### config.mk
export PLATFORM = sky130hd
export DESIGN_NAME = spi_slave_responder
export DESIGN_NICKNAME = d
export VERILOG_FILES = /design/src/rtl/spi_slave_responder.sv
export SDC_FILE = /design/constraint.sdc
export NUM_CORES = 1
export LEC_CHECK = 0
export CORE_UTILIZATION = 50
export CTS_CLUSTER_SIZE = 25
export DETAILED_ROUTE_END_ITERATION = 8
export PLACE_DENSITY = 0.73
export SYNTH_ARGS = -nofsm -noshare
export SYNTH_HDL_FRONTEND = slang
export SYNTH_SLANG_ARGS = --single-unit
### constraint.sdc
create_clock -name clk -period 2.01 [get_ports clk]
set_input_delay 0.402 -clock clk [delete_from_list [all_inputs] [get_ports clk]]
set_output_delay 0.402 -clock clk [all_outputs]
set_load 0.05 [all_outputs]
### src/rtl/spi_slave_responder.sv
// spi_slave_responder
// Mode-0 (CPOL=0, CPHA=0), MSB-first SPI slave endpoint. All pin inputs are
// oversampled in the clk domain. The parallel side has a one-entry TX
// holding buffer (valid/ready) and an RX word output with a one-cycle
// valid pulse.
//
// Pipeline from pin to action (SYNC_STAGES = S):
//   S synchronizer flops -> edge detect against a history flop -> registered
//   edge pulse -> FSM/datapath action -> registered outputs.
// rx_valid and the first MISO bit therefore appear S+2 cycles after the clk
// edge that first samples the pin change.
//
// Frame reload happens on the first sck fall after the last rise of a frame.
// A master that drops sck before raising ss_n at the end of its last frame
// will pull the next buffered word into the shifter, and that word is then
// lost when ss_n rises.
module spi_slave_responder #(
  parameter int DATA_WIDTH  = 8,
  parameter int SYNC_STAGES = 2
) (
  input  logic                  clk,
  input  logic                  rst,
  input  logic                  sck,
  input  logic                  ss_n,
  input  logic                  mosi,
  output logic                  miso,
  output logic                  miso_oe,
  input  logic [DATA_WIDTH-1:0] tx_data,
  input  logic                  tx_valid,
  output logic                  tx_ready,
  output logic [DATA_WIDTH-1:0] rx_data,
  output logic                  rx_valid,
  output logic                  tx_underrun,
  output logic                  busy
);

  localparam int CNT_W = $clog2(DATA_WIDTH);
  localparam logic [CNT_W-1:0] LAST_BIT = CNT_W'(DATA_WIDTH - 1);

  typedef enum logic [0:0] {
    IDLE  = 1'b0,
    SHIFT = 1'b1
  } state_t;

  // Word placed into the shifter on a frame load: buffer contents when the
  // buffer is full, all zeros on an underrun.
  function automatic logic [DATA_WIDTH-1:0] frame_word(
    input logic                  full,
    input logic [DATA_WIDTH-1:0] word
  );
    if (full) begin
      frame_word = word;
    end else begin
      frame_word = {DATA_WIDTH{1'b0}};
    end
  endfunction

  // Synchronizers and edge history
  logic [SYNC_STAGES-1:0] sck_sync_r;
  logic [SYNC_STAGES-1:0] ss_sync_r;
  logic [SYNC_STAGES-1:0] mosi_sync_r;
  logic                   sck_hist_r;
  logic                   ss_hist_r;

  // Combinational edge detects
  logic sck_rise_s;
  logic sck_fall_s;
  logic ss_fall_s;
  logic ss_rise_s;

  // Registered edge pulses
  logic sck_rise_r;
  logic sck_fall_r;
  logic ss_fall_r;
  logic ss_rise_r;

  // Post-reset arming: the synchronizer pipeline must be flushed with real
  // pin values and ss_n seen high before a falling edge may start a frame.
  logic [SYNC_STAGES:0] flush_r;
  logic                 armed_r;

  // FSM and datapath
  state_t                  state_r;
  state_t                  state_next_s;
  logic [CNT_W-1:0]        bit_cnt_r;
  logic [DATA_WIDTH-1:0]   tx_shift_r;
  logic [DATA_WIDTH-1:0]   rx_shift_r;
  logic                    reload_r;
  logic                    done_r;

  logic load_s;
  logic shift_s;
  logic capture_s;
  logic frame_done_s;
  logic abort_s;

  // TX holding buffer
  logic                  buf_full_r;
  logic [DATA_WIDTH-1:0] buf_data_r;
  logic                  accept_s;
  logic                  consume_s;

  // Registered outputs
  logic                  miso_r;
  logic                  miso_oe_r;
  logic [DATA_WIDTH-1:0] rx_data_r;
  logic                  rx_valid_r;
  logic                  tx_underrun_r;
  logic                  busy_r;

  // Sample the pins through SYNC_STAGES flops and keep one history flop per
  // edge-detected input; reset loads the idle pin levels.
  always_ff @(posedge clk or posedge rst) begin
    if (rst) begin
      sck_sync_r  <= {SYNC_STAGES{1'b0}};
      ss_sync_r   <= {SYNC_STAGES{1'b1}};
      mosi_sync_r <= {SYNC_STAGES{1'b0}};
      sck_hist_r  <= 1'b0;
      ss_hist_r   <= 1'b1;
    end else begin
      sck_sync_r  <= {sck_sync_r[SYNC_STAGES-2:0], sck};
      ss_sync_r   <= {ss_sync_r[SYNC_STAGES-2:0], ss_n};
      mosi_sync_r <= {mosi_sync_r[SYNC_STAGES-2:0], mosi};
      sck_hist_r  <= sck_sync_r[SYNC_STAGES-1];
      ss_hist_r   <= ss_sync_r[SYNC_STAGES-1];
    end
  end

  assign sck_rise_s = sck_sync_r[SYNC_STAGES-1] & ~sck_hist_r;
  assign sck_fall_s = ~sck_sync_r[SYNC_STAGES-1] & sck_hist_r;
  assign ss_fall_s  = ~ss_sync_r[SYNC_STAGES-1] & ss_hist_r;
  assign ss_rise_s  = ss_sync_r[SYNC_STAGES-1] & ~ss_hist_r;

  // Track pipeline flush after reset and arm frame starts once ss_n is
  // genuinely observed high at the pin.
  always_ff @(posedge clk or posedge rst) begin
    if (rst) begin
      flush_r <= {(SYNC_STAGES + 1){1'b0}};
      armed_r <= 1'b0;
    end else begin
      flush_r <= {flush_r[SYNC_STAGES-1:0], 1'b1};
      armed_r <= armed_r | (flush_r[SYNC_STAGES] & ss_sync_r[SYNC_STAGES-1] & ss_hist_r);
    end
  end

  // Register the edge pulses; a slave-select fall only counts once armed.
  always_ff @(posedge clk or posedge rst) begin
    if (rst) begin
      sck_rise_r <= 1'b0;
      sck_fall_r <= 1'b0;
      ss_fall_r  <= 1'b0;
      ss_rise_r  <= 1'b0;
    end else begin
      sck_rise_r <= sck_rise_s;
      sck_fall_r <= sck_fall_s;
      ss_fall_r  <= ss_fall_s & armed_r;
      ss_rise_r  <= ss_rise_s;
    end
  end

  // FSM state register.
  always_ff @(posedge clk or posedge rst) begin
    if (rst) begin
      state_r <= IDLE;
    end else begin
      state_r <= state_next_s;
    end
  end

  // Next-state and per-cycle action decode; ss_rise beats a same-cycle sck
  // edge so a bit clocked while deselecting is ignored.
  always_comb begin
    state_next_s = state_r;
    load_s       = 1'b0;
    shift_s      = 1'b0;
    capture_s    = 1'b0;
    frame_done_s = 1'b0;
    abort_s      = 1'b0;
    case (state_r)
      IDLE: begin
        if (ss_fall_r) begin
          state_next_s = SHIFT;
          load_s       = 1'b1;
        end else begin
          state_next_s = IDLE;
        end
      end
      SHIFT: begin
        if (ss_rise_r) begin
          state_next_s = IDLE;
          abort_s      = 1'b1;
        end else begin
          state_next_s = SHIFT;
          if (sck_rise_r) begin
            capture_s = 1'b1;
            if (bit_cnt_r == LAST_BIT) begin
              frame_done_s = 1'b1;
            end else begin
              frame_done_s = 1'b0;
            end
          end else begin
            capture_s = 1'b0;
          end
          if (sck_fall_r) begin
            if (reload_r) begin
              load_s = 1'b1;
            end else begin
              shift_s = 1'b1;
            end
          end else begin
            shift_s = 1'b0;
          end
        end
      end
      default: begin
        state_next_s = IDLE;
      end
    endcase
  end

  // Shift registers, bit counter, reload flag and frame-complete pipeline.
  always_ff @(posedge clk or posedge rst) begin
    if (rst) begin
      bit_cnt_r  <= {CNT_W{1'b0}};
      tx_shift_r <= {DATA_WIDTH{1'b0}};
      rx_shift_r <= {DATA_WIDTH{1'b0}};
      reload_r   <= 1'b0;
      done_r     <= 1'b0;
    end else begin
      if (abort_s || load_s) begin
        bit_cnt_r <= {CNT_W{1'b0}};
      end else if (capture_s) begin
        if (frame_done_s) begin
          bit_cnt_r <= {CNT_W{1'b0}};
        end else begin
          bit_cnt_r <= bit_cnt_r + CNT_W'(1);
        end
      end

      if (load_s) begin
        tx_shift_r <= frame_word(buf_full_r, buf_data_r);
      end else if (shift_s) begin
        tx_shift_r <= {tx_shift_r[DATA_WIDTH-2:0], 1'b0};
      end

      if (capture_s) begin
        rx_shift_r <= {rx_shift_r[DATA_WIDTH-2:0], mosi_sync_r[SYNC_STAGES-1]};
      end

      if (abort_s) begin
        reload_r <= 1'b0;
      end else if (frame_done_s) begin
        reload_r <= 1'b1;
      end else if (load_s) begin
        reload_r <= 1'b0;
      end

      done_r <= frame_done_s;
    end
  end

  assign accept_s  = tx_valid & ~buf_full_r;
  assign consume_s = load_s & buf_full_r;

  // One-entry TX holding buffer; a frame load hands the stored word to the
  // shifter before any newly accepted word overwrites it.
  always_ff @(posedge clk or posedge rst) begin
    if (rst) begin
      buf_full_r <= 1'b0;
      buf_data_r <= {DATA_WIDTH{1'b0}};
    end else begin
      if (accept_s) begin
        buf_full_r <= 1'b1;
        buf_data_r <= tx_data;
      end else if (consume_s) begin
        buf_full_r <= 1'b0;
      end
    end
  end

  // Output registers: MISO/OE follow the shifter and FSM, RX word and
  // status pulses are presented one cycle after the event that makes them.
  always_ff @(posedge clk or posedge rst) begin
    if (rst) begin
      miso_r        <= 1'b0;
      miso_oe_r     <= 1'b0;
      rx_data_r     <= {DATA_WIDTH{1'b0}};
      rx_valid_r    <= 1'b0;
      tx_underrun_r <= 1'b0;
      busy_r        <= 1'b0;
    end else begin
      miso_oe_r <= (state_r == SHIFT);
      if (state_r == SHIFT) begin
        miso_r <= tx_shift_r[DATA_WIDTH-1];
      end else begin
        miso_r <= 1'b0;
      end
      rx_valid_r <= done_r;
      if (done_r) begin
        rx_data_r <= rx_shift_r;
      end
      tx_underrun_r <= load_s & ~buf_full_r;
      busy_r        <= (state_next_s != IDLE);
    end
  end

  assign miso        = miso_r;
  assign miso_oe     = miso_oe_r;
  assign tx_ready    = ~buf_full_r;
  assign rx_data     = rx_data_r;
  assign rx_valid    = rx_valid_r;
  assign tx_underrun = tx_underrun_r;
  assign busy        = busy_r;

endmodule

==> impl_metrics.tcl, run 1 <==
set metrics [dict create \
    root_buffer "clkbuf_8" \
    cp.required_ps 1610 \
    p_comb_share_pct 20.5 \
    die_w_um 69.25 \
    reg2reg_from "busy$_DFF_PP0_" \
    final_cell_mix "dfrtp_1, clkdlybuf4s50_1, mux2_2" \
    critPathTopFamily "buffers and inverters" \
    fillers 324 \
    clock_sinks 59 \
    drv_slew 0 \
    portBuffers 27 \
    hpwlAfterDp_mm 2.574 \
    r2r-end "tx_shift_r[4]$_DFFE_PP0P_" \
    slowest_stage "clkdlybuf4s50_1" \
    synth_ff_type "dfrtp_1" \
    synthTopCellsByArea "dfrtp_1, mux2_2, a21oi_1" \
    nNetsFinal 218 \
    cts_inserted_buffers 9 \
    drtIter0Drc 74 \
    max_stage_delay_ps 810 \
    cp_max_fo 2 \
    row_count 24 \
    holdBufCountCts 0 \
    critPathLaunchType "flip-flop" \
    diodes 0 \
    dpl.cell_count 243 \
    fmax_ghz 0.5316 \
    endpoint_kind "output pin" \
    grt_overflow 0 \
    cts_tree "yes" \
    boundaryPins 28 \
    syn_area_um2 2261 \
    vdd_drop_max_uv 628.2 \
    cts_resized 0 \
    power.density_nw_per_um2 1187 \
    ant_nets 0 \
    cts_buffer_depth 2 \
    antenna_found_initial 0 \
    postSynthAreaPerCell_um2 13.30 \
    path_class "reg -> out" \
    num_vias 1361 \
    drive_above_1_share_pct 25.24 \
    grtUsageTotal_pct 17.70 \
    coreArea_um2 4354 \
    die_area_um2 4795 \
    p_int_w 0.002353 \
    grt_pass1_vias 1462 \
    status "finished, final reports clean" \
    ys_types 27 \
    tns_ps 0 \
    power_frac_seq_pct 50.9 \
    final_cells 258 \
    synthArstFlopShare_pct 100.0 \
    arrival_ps 1480 \
    synth_edf_count 0 \
    reg2reg_setup_slack_ps 460 \
    grt_max_degree 44 \
    min_period_ps 1881 \
    gp_congestion 0.7139 \
    cts_max_level 3 \
    drcViolationCount 0 \
    viasPerCell 5.275 \
    setup_viol 0 \
    synth_warnings 0 \
    slew_headroom_pct 65.90 \
    synth_top_area_share_pct 61.98 \
    period_share_pct 93.58 \
    syn_inst 170 \
    p_sw_w 0.0009183 \
    skew_ps 5.918 \
    seqCellArea_um2 1480 \
    post_cts.repair.setup_buffers 0 \
    min_to "sck_sync_r[1]$_DFF_PP0_" \
    swShare_pct 28.07 \
    r2r_cells 3 \
    clkLatencyLatePin_ps 320 \
    hold_path.class "reg -> reg" \
    synth-seq-cells 59 \
    worst_pin_slew_ps 509.9 \
    cp_num_buf_inv 1 \
    dieHeight_um 69.25 \
    rsz0062_at_grt "no" \
    grt_pass1_wl_mm 6.417 \
    maxCapViolCount 0 \
    ys_seq_area_share_pct 65.47 \
    min_from "sck_sync_r[0]$_DFF_PP0_" \
    crit_chain "clkdlybuf4s50_1" \
    whs_path_depth 0 \
    p_clk_share_pct 28.7 \
    finalHoldViolCount 0 \
    power.leakage_nw 1.248 \
    mostFrequentLayoutCell "dfrtp_1" \
    drt_wl_total_mm 3.680 \
    syn_nets 186 \
    start_util_pct 51.93 \
    drt-wirelength-per-cell_um 14.26 \
    clk_pin_slew_worst_paths_ps 60 \
    synth_top_area_cell "dfrtp_1" \
    firstDrtPassIters 4 \
    area_growth_pct 21.86 \
    multiInputGateArea_um2 704.4 \
]
## worst max path at each step
stage,startpoint,end,slack (ps),depth (start not counted)
2_1_floorplan,rst,armed_r$_DFF_PP0_,160,1
3_3_place_gp,tx_valid,buf_data_r[0]$_DFFE_PP0P_,400,4
3_5_place_dp,tx_valid,buf_data_r[4]$_DFFE_PP0P_,380,4
4_1_cts,rx_data[3]$_DFFE_PP0P_,rx_data[3],100,1
5_1_grt,rx_data[7]$_DFFE_PP0P_,rx_data[7],70,1
6_report,rx_data[3]$_DFFE_PP0P_,rx_data[3],130,1
## cell usage after synthesis (all sizes together), types with 2 or more instances
| library cell | instances |
|---|---|
| dfrtp | 56 |
| ha | 2 |
| inv | 5 |
| o22a | 7 |
| dfstp | 3 |
| nand2b | 8 |
| nand2 | 12 |
| mux2 | 24 |
| clkbuf | 4 |
| nand3b | 2 |
| a31o | 2 |
| a21oi | 20 |
| nor2b | 5 |
| nor2 | 4 |
| buf | 6 |
## per-layer routing
layer | vias up | share of wire (%) | routed length [um] | GRT usage, %
met3 | 8 | 3.9 | 143 | 6.686
li1 | 644 | - | - | -
met2 | 26 | 52 | 1911 | 28.69
met4 | 0 | 1.8 | 68 | 8.844
met1 | 683 | 42 | 1556 | 20.58
met5 | - | 0 | 0 | 0
## power groups by stage
stage / sequential [W] / clock [W] / combinational [W]
final: 0.00166 / 0.000937 / 0.000669
after global routing: 0.00170 / 0.00103 / 0.000730
after CTS: 0.00167 / 0.000978 / 0.000680
after detailed placement: 0.00169 / 0 / 0.000677
after global placement: 0.00166 / 0 / 0.000647
after floorplan: 0.00167 / 0 / 0.000489
## kinds of logic after synthesis
kind of cell	Yosys count	share of synthesized area, %
DFF	59	65.47
and+or+nand+nor	37	9.076
AOI/OAI and AO/OA	32	8.855
muxes	24	11.95
buffers and inverters	15	3.376
adders and majority gates	2	1.107
other	1	0.1659
## registers in the layout (all words and copies together), names as in the netlist, 2 cells and up
signal / count
mosi_sync_r: 2
ss_sync_r: 2
flush_r: 3
rx_shift_r: 8
bit_cnt_r: 3
buf_data_r: 8
tx_shift_r: 8
rx_data: 8
sck_sync_r: 2
## area by class of cell
| class | count | share of cell area, % |
|---|---|---|
| sequential | 59 | 53.72 |
| multi-input combinational | 96 | 25.57 |
| timing repair buffer | 31 | 11.17 |
| clock buffer | 13 | 6.131 |
| tap | 52 | 2.361 |
| inverter | 5 | 0.6812 |
| clock inverter | 2 | 0.3633 |
## worst register-to-register path: stages, from the launching register on
cell     delay (ps)
dfrtp_1         480
and3b_1         330
or2_0           370
o22a_1          260
## through the flow
stage          total power, W  cell area (um^2)  utilization (%)  worst slack [ps]  hold WS [ps]
2_1_floorplan        0.002160              2261                -             156.6         331.2
3_3_place_gp         0.002309              2576            59.17             404.2         333.0
3_5_place_dp         0.002366              2576            59.17             377.3         336.4
4_1_cts              0.003326              2755            63.28             99.18         351.1
5_1_grt              0.003460              2755            63.28             69.08         351.5
6_report             0.003271              2755            63.28             129.0         347.1
No activity file was read; power rests on OpenSTA's default activity.
==> run 2: changes to the inputs <==
GPL_ROUTABILITY_DRIVEN = 0   (was not set)
GPL_TIMING_DRIVEN = 0   (was not set)
==> run 2 against run 1 <==
Against the previous run:
- worst setup slack lost 38 ps
- total power grew 2.6%
- maximum frequency shrank 2.0%
- flip-flop and latch count is the same
- via count grew 3.2%
- routed wire length grew 0.43%
- final area grew 1.7%
- non-clock buffer count grew 7
- register-to-register slack lost 40 ps
- global-route usage grew 0.16 points
- die area is the same
- sequential share of layout area shrank 0.91 points
- critical endpoint is now busy
- largest power group unchanged
==> impl_metrics.tcl, run 2 (synthesis gave the netlist of run 1 again) <==
set metrics [dict create \
    status "finished, final reports clean" \
    slew_headroom_pct 66.33 \
    drcViolationCount 0 \
    dieHeight_um 69.25 \
    reg2reg_setup_slack_ps 420 \
    ant_nets 0 \
    mostFrequentLayoutCell "dfrtp_1" \
    holdBufCountCts 0 \
    antenna_found_initial 0 \
    cp_max_fo 3 \
    skew_ps 5.056 \
    finish.instance_area_um2 2803 \
    fmax_ghz 0.5210 \
    die_area_um2 4795 \
    crit_chain "clkdlybuf4s50_1" \
    power.leakage_nw 1.271 \
    critPathTopFamily "buffers and inverters" \
    r2r-end "bit_cnt_r[2]$_DFFE_PP0P_" \
    worst_pin_slew_ps 503.4 \
    final_cell_mix "dfrtp_1, clkdlybuf4s50_1, mux2_2" \
    row_count 24 \
    area_growth_pct 23.96 \
    period_share_pct 95.49 \
    grt_pass1_vias 1507 \
    drt-wirelength-per-cell_um 13.89 \
    grt_overflow 0 \
    nNetsFinal 225 \
    place_area_um2 2616 \
    setup_viol 0 \
    path_class "reg -> out" \
    hpwlAfterDp_mm 2.533 \
    drt_wl_total_mm 3.696 \
    worst_slack_ps 90.60 \
    arrival_ps 1520 \
    drtIter0Drc 55 \
    cp_num_buf_inv 1 \
    grt_pass1_wl_mm 6.513 \
    grtUsageTotal_pct 17.85 \
    start_util_pct 51.93 \
    finalHoldViolCount 0 \
    drive_above_1_share_pct 25.23 \
    portBuffers 27 \
    viasPerCell 5.282 \
    fillers 306 \
    diodes 0 \
    firstDrtPassIters 4 \
    grt_max_degree 45 \
    cts_tree "yes" \
    place_ws_ps 107.4 \
    endpoint_kind "output pin" \
    root_buffer "clkbuf_8" \
    cp.depth 1 \
    r2r_cells 4 \
    cts_buffer_depth 2 \
    cts_inserted_buffers 9 \
    cts_max_level 3 \
    clk_pin_slew_worst_paths_ps 60 \
    drv_slew 0 \
    die_w_um 69.25 \
    whs_path_depth 0 \
    hold_path.class "reg -> reg" \
    vdd_drop_max_uv 652.5 \
    min_from "flush_r[1]$_DFF_PP0_" \
    cp.required_ps 1610 \
    clkLatencyLatePin_ps 330 \
    min_period_ps 1919 \
    max_stage_delay_ps 810 \
    coreArea_um2 4354 \
    min_to "flush_r[2]$_DFF_PP0_" \
    slowest_stage "clkdlybuf4s50_1" \
    power.density_nw_per_um2 1197 \
    num_vias 1405 \
    reg2reg_from "bit_cnt_r[0]$_DFFE_PP0P_" \
    clock_sinks 59 \
    maxCapViolCount 0 \
    critPathLaunchType "flip-flop" \
    rsz0062_at_grt "no" \
    boundaryPins 28 \
]
run 2: changes by cell type in the layout (fill, tap and decap cells not counted), sizes merged:
cell           previous run  this run
clkinv                    2         1
clkbuf                   13        20
buf                       6         7
clkdlybuf4s50            25        26
run 2: where the power goes:
group	leakage (nW)	switching, W	internal, W	total, W
clock network	0.0997	0.000427	0.000582	0.00101
registers	0.731	0.000159	0.00147	0.00163
logic	0.441	0.000362	0.000356	0.000718
run 2: routing by layer:
metal	vias up	track usage [%]	routed length [um]	part of all wire, %
met2	36	30.10	1855	50
met4	0	9.070	67	1.8
li1	657	-	-	-
met3	6	5.959	183	5.0
met1	706	20.18	1590	43
met5	-	0	0	0
run 2: cell type report:
cell class,count,area [um^2],area share [%]
plain buffers,10,57.56,2.054
clock buffers,15,186.4,6.652
clock inverters,1,5.005,0.1786
inverters,5,18.77,0.6696
multi-input cells,96,704.4,25.13
flip-flops and latches,59,1480,52.81
well taps,52,65.06,2.321
repair buffers,28,285.3,10.18
run 2: worst max path at each step:
stage,from,endpoint,slack [ps]
3_3_place_gp,rst,buf_data_r[6]$_DFFE_PP0P_,-710
4_1_cts,buf_full_r$_DFFE_PP0P_,tx_ready,20
2_1_floorplan,rst,armed_r$_DFF_PP0_,160
5_1_grt,busy$_DFF_PP0_,busy,40
3_5_place_dp,buf_full_r$_DFFE_PP0P_,tx_ready,110
6_report,busy$_DFF_PP0_,busy,90
run 2: what timing repair did:
item                       in CTS  in global routing
setup buffers                   0                  0
setup endpoints to repair       1                  1
gates cloned                    0                  0
resized for setup               1                  2
run 2: metrics by stage:
| stage | cells | total power [W] | TNS, ps | hold slack, ps | utilization [%] |
|---|---|---|---|---|---|
| after floorplan | 170 | 0.002160 | 0 | 331.2 | - |
| after global placement | 249 | 0.002328 | -40190 | 331.1 | 59.63 |
| after detailed placement | 250 | 0.002386 | 0 | 335.8 | 60.09 |
| after CTS | 266 | 0.003394 | 0 | 349.5 | 64.45 |
| after global routing | 266 | 0.003544 | 0 | 354.7 | 64.37 |
| final | 266 | 0.003355 | 0 | 346.6 | 64.37 |
